<file path="src/rtl/basic_control_unit.sv">
// Hardwired control sequencer for the 16-bit basic computer.
// Steps through fetch, decode, indirect, execute and interrupt cycles using a
// 4-bit sequence counter and drives every datapath strobe combinationally
// from that counter, the latched I flag and the datapath status inputs.
module basic_control_unit #(
   parameter logic [2:0] ALU_AND  = 3'd0,
   parameter logic [2:0] ALU_ADD  = 3'd1,
   parameter logic [2:0] ALU_LOAD = 3'd2,
   parameter logic [2:0] ALU_CMA  = 3'd3,
   parameter logic [2:0] ALU_CIR  = 3'd4,
   parameter logic [2:0] ALU_CIL  = 3'd5
) (
   input  logic        clk,
   input  logic        reset_n,
   input  logic        start,
   input  logic        irq_req,
   input  logic [15:0] IR,
   input  logic [15:0] AC,
   input  logic [15:0] DR,
   input  logic        IEN,
   input  logic        R,
   output logic [2:0]  S,
   output logic [2:0]  alu_SEL,
   output logic        readMEM,
   output logic        writeMEM,
   output logic        resetAR,
   output logic        writeAR,
   output logic        incAR,
   output logic        resetPC,
   output logic        writePC,
   output logic        incPC,
   output logic        resetDR,
   output logic        writeDR,
   output logic        incDR,
   output logic        resetAC,
   output logic        writeAC,
   output logic        incAC,
   output logic        resetIR,
   output logic        writeIR,
   output logic        incIR,
   output logic        resetTR,
   output logic        writeTR,
   output logic        incTR,
   output logic        resetIEN,
   output logic        writeIEN,
   output logic        resetR,
   output logic        writeR,
   output logic [3:0]  SC,
   output logic        halted
);

   logic [3:0] sc_q, sc_d;
   logic       i_q, i_d;
   logic       run_q, run_d;
   logic       init_q;
   logic [2:0] opcode;
   logic       d7;

   assign opcode = IR[14:12];
   assign d7     = (opcode == 3'd7);
   assign SC     = sc_q;
   assign halted = ~run_q;
   assign incIR  = 1'b0;
   assign incTR  = 1'b0;

   // Sequencer state; reset abandons any instruction and re-enters the init cycle.
   always_ff @(posedge clk or negedge reset_n) begin
      if (!reset_n) begin
         sc_q   <= 4'd0;
         i_q    <= 1'b0;
         run_q  <= 1'b1;
         init_q <= 1'b1;
      end else begin
         sc_q   <= sc_d;
         i_q    <= i_d;
         run_q  <= run_d;
         init_q <= 1'b0;
      end
   end

   // Decode the current timing state into micro-operations and the next state.
   always_comb begin
      S        = 3'd0;
      alu_SEL  = ALU_AND;
      readMEM  = 1'b0;
      writeMEM = 1'b0;
      resetAR  = 1'b0;
      writeAR  = 1'b0;
      incAR    = 1'b0;
      resetPC  = 1'b0;
      writePC  = 1'b0;
      incPC    = 1'b0;
      resetDR  = 1'b0;
      writeDR  = 1'b0;
      incDR    = 1'b0;
      resetAC  = 1'b0;
      writeAC  = 1'b0;
      incAC    = 1'b0;
      resetIR  = 1'b0;
      writeIR  = 1'b0;
      resetTR  = 1'b0;
      writeTR  = 1'b0;
      resetIEN = 1'b0;
      writeIEN = 1'b0;
      resetR   = 1'b0;
      writeR   = 1'b0;
      sc_d     = sc_q;
      i_d      = i_q;
      run_d    = run_q;

      if (init_q) begin
         resetAR  = 1'b1;
         resetPC  = 1'b1;
         resetDR  = 1'b1;
         resetAC  = 1'b1;
         resetIR  = 1'b1;
         resetTR  = 1'b1;
         resetIEN = 1'b1;
         resetR   = 1'b1;
         sc_d     = 4'd0;
      end else if (!run_q) begin
         if (start) begin
            run_d = 1'b1;
            sc_d  = 4'd0;
         end
      end else begin
         sc_d = sc_q + 4'd1;
         if (sc_q >= 4'd3 && sc_q <= 4'd6 && !R && IEN && irq_req) begin
            writeR = 1'b1;
         end
         case (sc_q)
            4'd0: begin
               S = 3'd2;
               if (R) begin
                  resetAR = 1'b1;
                  writeTR = 1'b1;
               end else begin
                  writeAR = 1'b1;
               end
            end
            4'd1: begin
               if (R) begin
                  S        = 3'd6;
                  writeMEM = 1'b1;
                  resetPC  = 1'b1;
               end else begin
                  readMEM = 1'b1;
                  S       = 3'd7;
                  writeIR = 1'b1;
                  incPC   = 1'b1;
               end
            end
            4'd2: begin
               if (R) begin
                  incPC    = 1'b1;
                  resetIEN = 1'b1;
                  resetR   = 1'b1;
                  sc_d     = 4'd0;
               end else begin
                  S       = 3'd5;
                  writeAR = 1'b1;
                  i_d     = IR[15];
               end
            end
            4'd3: begin
               if (d7) begin
                  sc_d = 4'd0;
                  if (!i_q) begin
                     if (IR[11]) begin
                        resetAC = 1'b1;
                     end else if (IR[10]) begin
                        alu_SEL = ALU_CMA;
                        writeAC = 1'b1;
                     end else if (IR[9] || IR[8]) begin
                        run_d = run_q;
                     end else if (IR[7]) begin
                        alu_SEL = ALU_CIR;
                        writeAC = 1'b1;
                     end else if (IR[6]) begin
                        alu_SEL = ALU_CIL;
                        writeAC = 1'b1;
                     end else if (IR[5]) begin
                        incAC = 1'b1;
                     end else if (IR[4]) begin
                        incPC = ~AC[15];
                     end else if (IR[3]) begin
                        incPC = AC[15];
                     end else if (IR[2]) begin
                        incPC = (AC == 16'd0);
                     end else if (IR[1]) begin
                        run_d = run_q;
                     end else if (IR[0]) begin
                        run_d = 1'b0;
                     end
                  end else if (IR[7]) begin
                     writeIEN = 1'b1;
                  end else if (IR[6]) begin
                     resetIEN = 1'b1;
                  end
               end else if (i_q) begin
                  readMEM = 1'b1;
                  S       = 3'd7;
                  writeAR = 1'b1;
               end
            end
            4'd4: begin
               case (opcode)
                  3'd0, 3'd1, 3'd2, 3'd6: begin
                     readMEM = 1'b1;
                     S       = 3'd7;
                     writeDR = 1'b1;
                  end
                  3'd3: begin
                     S        = 3'd4;
                     writeMEM = 1'b1;
                     sc_d     = 4'd0;
                  end
                  3'd4: begin
                     S       = 3'd1;
                     writePC = 1'b1;
                     sc_d    = 4'd0;
                  end
                  3'd5: begin
                     S        = 3'd2;
                     writeMEM = 1'b1;
                     incAR    = 1'b1;
                  end
                  default: sc_d = 4'd0;
               endcase
            end
            4'd5: begin
               case (opcode)
                  3'd0, 3'd1, 3'd2: begin
                     alu_SEL = (opcode == 3'd0) ? ALU_AND :
                               (opcode == 3'd1) ? ALU_ADD : ALU_LOAD;
                     writeAC = 1'b1;
                     sc_d    = 4'd0;
                  end
                  3'd5: begin
                     S       = 3'd1;
                     writePC = 1'b1;
                     sc_d    = 4'd0;
                  end
                  3'd6: begin
                     incDR = 1'b1;
                  end
                  default: sc_d = 4'd0;
               endcase
            end
            4'd6: begin
               sc_d = 4'd0;
               if (opcode == 3'd6) begin
                  S        = 3'd3;
                  writeMEM = 1'b1;
                  incPC    = (DR == 16'd0);
               end
            end
            default: begin
               sc_d = 4'd0;
            end
         endcase
      end
   end

endmodule

</file>
<file path="config.mk">
export PLATFORM = sky130hd
export DESIGN_NAME = basic_control_unit
export DESIGN_NICKNAME = d
export VERILOG_FILES = /design/src/rtl/basic_control_unit.sv
export SDC_FILE = /design/constraint.sdc
export NUM_CORES = 1
export LEC_CHECK = 0
export BUFFER_PORTS_ARGS = -buffer_cell sky130_fd_sc_hd__buf_4
export CORE_AREA = 2 2 66 68
export DETAILED_ROUTE_END_ITERATION = 10
export DIE_AREA = 0 0 68 70
export PLACE_DENSITY = 0.71
export SYNTH_ARGS = -nofsm -noshare
export SYNTH_HDL_FRONTEND = slang
export SYNTH_SLANG_ARGS = --single-unit
export TNS_END_PERCENT = 100
</file>
<file path="constraint.sdc">
create_clock -name clk -period 2.4 [get_ports clk]
set_input_delay 0.24 -clock clk [delete_from_list [all_inputs] [get_ports clk]]
set_output_delay 0.24 -clock clk [all_outputs]
set_load 0.02 [all_outputs]
</file>
==> metrics.csv, run 1 <==
stage,metric,value,unit
outcome,status,"finished, final reports clean",
setup_path,R2R cell count,8,
logic_synthesis,"count leader, synth",nor2_1,
logic_synthesis,Seq cells post-synth,7,
global_route,vias in the first global route,1523,
global_route,largest net degree at the start of global routing,13,
routing,DRC,0,
clock_tree,CTS buffer count,3,
logic_synthesis,number of synthesized flops with an enable pin,0,
placement,HPWL after detailed placement,3.44,mm
floorplanning,Die Wd,68,µm
logic_synthesis,Synthesis Warnings,0,
floorplanning,Die H,70,µm
timing,Worst-Margin Slew,0.598,ns
placement,IO Port Bufs,86,
floorplanning,Rows,24,
setup_path,WS Path Type,reg2out,
clock_tree,clk sinks,7,
logic_synthesis,Area contributors post-synth,"dfrtp_1 (11%), nor2_1 (5.5%), a21oi_1 (5.2%), dfstp_2 (4.6%), ha_1 (4.3%)",
clock_tree,"CTS clk-pin slew, worst paths",0.04,ns
pwr,peak supply drop,0.000244,V
timing,Slew headroom,59.6,%
layout,fin util,45.9,%
layout,Area Overhead vs Synth,64.6,%
clock_tree,"Clk Latency, worst-skew pair",0.22,ns
logic_synthesis,synthesized area,0.00115,mm²
global_route,total grt overflow,0,
pwr,Final Total Pwr,1.01,mW
placement,RePlAce Congestion,0.913,
setup_path,Critical Path RT,2.16,ns
setup_path,crit path DAT,2.05,ns
layout,number of diodes,0,
logic_synthesis,combinational family with the most area after synthesis,simple AND/OR/NAND/NOR gates,
timing,Slew Limit Fails,0,
timing,minimum clock period,2.29,ns
worst_hold_path,worst hold-check path type,in2reg,
pwr,switching pwr,0.459,mW
logic_synthesis,simple-gate share of the synthesized area,40.7,%
layout,fin area,0.00190,mm²
layout,Layout Nets,306,
global_route,initial antenna violation count,0,
pwr,internal power,0.554,mW
logic_synthesis,top cell type's share of synthesized area,10.8,%
logic_synthesis,ys async rst share,100,%
logic_synthesis,xor and xnor area share after synthesis,0,%
layout,Fillers,436,
run,max cap viols,0,
worst_hold_path,Worst Hold Path Cells,2,
placement,dpl cell area,0.00180,mm²
layout,share of layout cells above drive strength 1,47.0,%
logic_synthesis,Unique masters post-synth,54,
pwr,Sw Share,45.3,%
floorplanning,CORE AREA,0.00414,mm²
pwr,clock share of power,16.1,%
clock_tree,CTS tree,done,
logic_synthesis,Mean Syn Cell Area,7.13,µm²
timing,final setup vio count,0,
logic_synthesis,Yosys top cell by area,dfrtp_1,
routing,initial drt markers,77,
logic_synthesis,Post-Synth Adder-Cell Area,4.33,%
timing,setup tns final,0,ns
pwr,Leakage,0.867,nW
clock_tree,root buf cell,clkbuf_8,
setup_path,CP Capture Type,output port,
layout,Seq. cell area,179,µm²
global_route,total track usage,18.3,%
timing,final setup skew,0.00169,ns
logic_synthesis,Syn Inst Count,162,
setup_path,CP startpoint kind,register,
layout,multi-input logic area,870,µm²
timing,Final period util,95.4,%
logic_synthesis,mux share of post-synthesis cell area,1.95,%
pwr,combinational share of power,66.6,%
routing,wire length per cell,14.2,µm
global_route,first-pass GRT wire length,6.96,mm
timing,Final Hold Vio Count,0,
pwr,Seq pwr share,17.3,%
logic_synthesis,post-synthesis sequential area ratio,15.4,%
floorplanning,Initial Utilization,27.9,%
routing,Avg Vias per Cell,5.38,
routing,routed via count,1609,
pwr,pwr dens,533,mW/mm²
setup_path,flop-to-flop setup slack,0.37,ns
routing,1st-pass router iterations,4,
floorplanning,I/O pin cnt,89,
routing,drt total wl,4.26,mm
clock_tree,Clock H-tree levels,1,
logic_synthesis,Synth Area in Compound Gates,25.1,%
logic_synthesis,Post-synth top cells,"nor2_1 (17), a21oi_1 (12), nand2_1 (12)",
clock_tree,CTS max path bufs,2,
setup_path,crit-path max FO,12,
timing,FMAX,437,MHz
logic_synthesis,ys flop type,dfrtp_1,
floorplanning,die area,0.00476,mm²
routing,Post-DRT Antenna Nets,0,
## layout make-up
cell class              instances  share of cell area, %
clock buffers                   4                   2.37
flip-flops and latches          7                   9.41
multi-input cells             133                   45.8
well taps                      52                   3.42
repair buffers                 94                   37.3
inverters                       9                   1.78
## per-stage QoR
| step | hold WS, ns | worst slack (ns) | instances |
|---|---|---|---|
| floorplan | -0.0556 | 0.184 | 164 |
| global placement | 0.0626 | 0.337 | 291 |
| detailed placement | 0.0591 | 0.271 | 291 |
| CTS | 0.242 | 0.0158 | 296 |
| global route | 0.250 | -0.0533 | 299 |
| finish | 0.246 | 0.109 | 299 |
## placed cells by master (no fill, tap or decap), types with 3 or more instances in the layout
| cell | netlist | layout |
|---|---|---|
| nor2_1 | 17 | 17 |
| dfrtp_1 | 5 | 4 |
| conb_1 | 1 | 3 |
| o21ai_0 | 10 | 10 |
| nand4_1 | 5 | 5 |
| nor4_1 | 8 | 8 |
| inv_1 | 9 | 9 |
| nand3_1 | 8 | 8 |
| ha_2 | 0 | 4 |
| nand2_1 | 12 | 12 |
| nor3_1 | 6 | 6 |
| a21oi_1 | 12 | 12 |
| clkbuf_8 | 1 | 3 |
| a31oi_1 | 3 | 3 |
| buf_4 | 4 | 93 |
| and2b_2 | 3 | 3 |
## worst paths after layout
check | start | end
worst max register to register | SC[0] | SC[2]
worst max-delay path | run_q | writeR
min in group asynchronous | reset_n | SC[1]
worst min-delay path | IR[15] | i_q
worst min register to register | SC[3] | SC[3]
max in group asynchronous | reset_n | run_q
## worst max-delay path, stage by stage, from the launching register on
cell and delay [ns]:
dfstp_2 0.59, or2b_2 0.43, or4_1 0.49, a21oi_1 0.15
buf_4 0.16
## layer usage
metal / track usage [%] / up-vias / share of wire (%)
met5: 0 / - / 0
met4: 5.11 / 0 / 1.1
met3: 5.15 / 6 / 9.3
met2: 30.1 / 89 / 52
met1: 22.9 / 744 / 37
li1: - / 770 / -
## power by group through the flow
stage	Combinational (mW)	Sequential, mW	Clock [mW]
2_1_floorplan	0.386	0.193	0
3_3_place_gp	0.647	0.172	0
3_5_place_dp	0.646	0.173	0
4_1_cts	0.650	0.171	0.169
5_1_grt	0.736	0.178	0.184
6_report	0.675	0.175	0.163
## flip-flops by register name, summed over array words and instances (netlist names)
register / cells
SC: 4
i_q: 1
init_q: 1
run_q: 1
## timing repair
item	in CTS	in global routing
setup endpoints to repair	0	5
buffers inserted	0	3
endpoints found under the hold margin	5	0
hold buffers	1	0
resized for setup	0	8
## logic make-up (layout without fill, tap and decap cells)
group           after synthesis  after routing
compound gates               44             44
fa+ha+maj                     4              4
buf+inv                      24            107
flops                         7              7
mux                           2              2
other cells                   1              3
simple gates                 80             80
(Power assumes the default switching activity.)
==> run 2: changes to the inputs <==
--- a/config.mk
+++ b/config.mk
@@ -6,10 +6,10 @@
 export NUM_CORES = 1
 export LEC_CHECK = 0
 export BUFFER_PORTS_ARGS = -buffer_cell sky130_fd_sc_hd__buf_4
-export CORE_AREA = 2 2 66 68
+export CORE_AREA = 2 2 71 73
 export DETAILED_ROUTE_END_ITERATION = 10
-export DIE_AREA = 0 0 68 70
-export PLACE_DENSITY = 0.71
+export DIE_AREA = 0 0 73 75
+export PLACE_DENSITY = 0.64
 export SYNTH_ARGS = -nofsm -noshare
 export SYNTH_HDL_FRONTEND = slang
 export SYNTH_SLANG_ARGS = --single-unit
==> run 2 against run 1 <==
Effect of this change:
- register-to-register slack better by 0.12 ns
- core utilization down 5.9 points
- first-iteration DRC count up 44%
- flip-flop and latch count unchanged
- sequential share of layout area up 0.32 points
- highest routed layer unchanged
==> metrics.csv, run 2 (synthesis gave the netlist of run 1 again) <==
stage,metric,value,unit,change
layout,share of layout cells above drive strength 1,45.9,%,-1.1 points
routing,initial drt markers,111,,+44%
placement,RePlAce Congestion,0.856,,-6.3%
clock_tree,"CTS clk-pin slew, worst paths",0.04,ns,about the same
floorplanning,CORE AREA,0.00466,mm²,+12%
floorplanning,I/O pin cnt,89,,unchanged
setup_path,CP Capture Type,output port,,
floorplanning,Die H,75,µm,+7.1%
pwr,peak supply drop,0.000217,V,-11%
setup_path,CP startpoint kind,register,,
floorplanning,Initial Utilization,24.8,%,-3.1 points
routing,drt total wl,4.31,mm,+1.1%
placement,HPWL after detailed placement,3.60,mm,+4.4%
setup_path,CP Launch Point,run_q,,
layout,Layout Nets,303,,-0.98%
setup_path,reg2reg end,SC[2],,
clock_tree,clk sinks,7,,unchanged
clock_tree,CTS tree,done,,
outcome,status,"finished, final reports clean",,
pwr,Seq pwr share,19.4,%,+2.1 points
layout,Area Overhead vs Synth,61.3,%,
setup_path,r2r startpoint,SC[0],,
floorplanning,Die Wd,73,µm,+7.4%
setup_path,crit-path cells,or2b_2 -> or4_1 -> a21oi_1 -> buf_4,,
layout,max reg flops,4,,unchanged
pwr,clock share of power,16.3,%,+0.2 points
timing,FMAX,437,MHz,about the same
setup_path,Critical Path Sink,writeR,,
pwr,Leakage,0.847,nW,-2.3%
pwr,pwr dens,532,mW/mm²,-0.21%
timing,Worst-Margin Slew,0.517,ns,-0.0811 ns
timing,worst setup margin,0.112,ns,+0.00221 ns
timing,final setup skew,0.00188,ns,+0.000187 ns
clock_tree,root buf cell,clkbuf_8,,
floorplanning,Rows,25,,+4.2%
clock_tree,CTS buffer count,3,,unchanged
setup_path,CP max stage cell,dfstp_2,,
timing,minimum clock period,2.29,ns,-0.00221 ns
global_route,total grt overflow,0,,unchanged
placement,DP Worst Slack,0.323,ns,+0.0514 ns
run,max cap viols,0,,unchanged
routing,routed via count,1550,,-3.7%
global_route,first-pass GRT wire length,7.06,mm,+1.4%
timing,final setup vio count,0,,unchanged
pwr,combinational share of power,64.3,%,-2.3 points
layout,fin area,0.00186,mm²,-2.0%
clock_tree,Setup Buffers After CTS,0,,unchanged
layout,Fillers,501,,+15%
worst_hold_path,Worst Hold Path Cells,2,,unchanged
placement,dpl cell area,0.00180,mm²,+0.14%
layout,"most common cell after layout, fill and taps aside",buf_4,,
global_route,vias in the first global route,1575,,+3.4%
routing,1st-pass router iterations,4,,unchanged
pwr,internal power,0.544,mW,-1.9%
routing,DRC,0,,unchanged
setup_path,Critical Path RT,2.16,ns,about the same
timing,Slew headroom,65.2,%,+5.7 points
timing,RSZ-0062 raised after global routing,false,,
setup_path,crit-path max FO,12,,unchanged
floorplanning,die area,0.00548,mm²,+15%
placement,IO Port Bufs,86,,unchanged
timing,Final Hold Vio Count,0,,unchanged
worst_hold_path,worst hold-check path type,in2reg,,
setup_path,flop-to-flop setup slack,0.49,ns,+0.12 ns
clock_tree,"Clk Latency, worst-skew pair",0.22,ns,about the same
setup_path,R2R cell count,7,,-1
timing,Slew Limit Fails,0,,unchanged
layout,number of diodes,0,,unchanged
routing,Avg Vias per Cell,5.20,,-3.3%
setup_path,slowest cell delay on critical path,0.58,ns,about the same
routing,Post-DRT Antenna Nets,0,,unchanged
timing,Final period util,95.3,%,about the same
clock_tree,CTS max path bufs,2,,unchanged
layout,most frequent cells in the layout,"buf_4 (90), nor2_1 (17), nand2_1 (12), a21oi_1 (12), o21ai_0 (10)",,
pwr,Sw Share,45.1,%,-0.17 points
setup_path,crit path DAT,2.05,ns,about the same
global_route,largest net degree at the start of global routing,13,,unchanged
pwr,switching pwr,0.447,mW,-2.6%
setup_path,WS Path Type,reg2out,,
timing,setup tns final,0,ns,unchanged
clock_tree,Clock H-tree levels,1,,unchanged
routing,wire length per cell,14.5,µm,+1.5%
global_route,total track usage,16.0,%,-2.3 points
global_route,initial antenna violation count,0,,unchanged
## run 2: timing repair
item / in CTS / in global routing
gates resized for setup: 0 / 5
hold buffers: 1 / 0
setup endpoints to repair: 0 / 5
endpoints found under the hold margin: 5 / 0
## run 2: power by group through the flow
stage | sequential, mW | combinational (mW) | clock, mW
after floorplan | 0.193 | 0.386 | 0
after global placement | 0.188 | 0.633 | 0
after detailed placement | 0.191 | 0.630 | 0
after CTS | 0.190 | 0.634 | 0.166
after global routing | 0.199 | 0.696 | 0.178
final | 0.192 | 0.637 | 0.162
## run 2: stage by stage
step	cells	power [mW]	hold slack (ns)	util, %
detailed placement	293	0.821	0.0578	38.6
finish	298	0.991	0.252	40.0
CTS	298	0.989	0.248	39.8
floorplan	164	0.579	-0.0556	-
global route	298	1.07	0.247	40.0
global placement	293	0.821	0.0573	38.6
## run 2: layout make-up
| cell class | instances | area, µm² | share of cell area (%) |
|---|---|---|---|
| repair buffers | 91 | 686 | 36.8 |
| inverters | 9 | 33.8 | 1.81 |
| flip-flops and latches | 7 | 181 | 9.74 |
| well taps | 54 | 67.6 | 3.63 |
| multi-input cells | 133 | 850 | 45.6 |
| clock buffers | 4 | 45.0 | 2.42 |
## run 2: critical path, delay by kind of cell, from the launching register on
kind,cells,cell delay [ns]
buf+inv,1,0.17
compound gates,1,0.16
flops,1,0.58
simple gates,2,0.91
## run 2: worst min path at each step
stage	from	slack, ns	endpoint
2_1_floorplan	reset_n	-0.06	SC[0]
3_3_place_gp	reset_n	0.06	SC[0]
3_5_place_dp	reset_n	0.06	SC[0]
4_1_cts	IR[15]	0.25	i_q
5_1_grt	IR[15]	0.25	i_q
6_report	IR[15]	0.25	i_q
## run 2: routing by layer
metal | up-vias | wire (µm) | GRT usage, %
met1 | 696 | 1730 | 19.6
met5 | - | 0 | 0
met2 | 84 | 2120 | 27.5
met3 | 4 | 432 | 5.49
li1 | 766 | - | -
met4 | 0 | 23 | 2.88
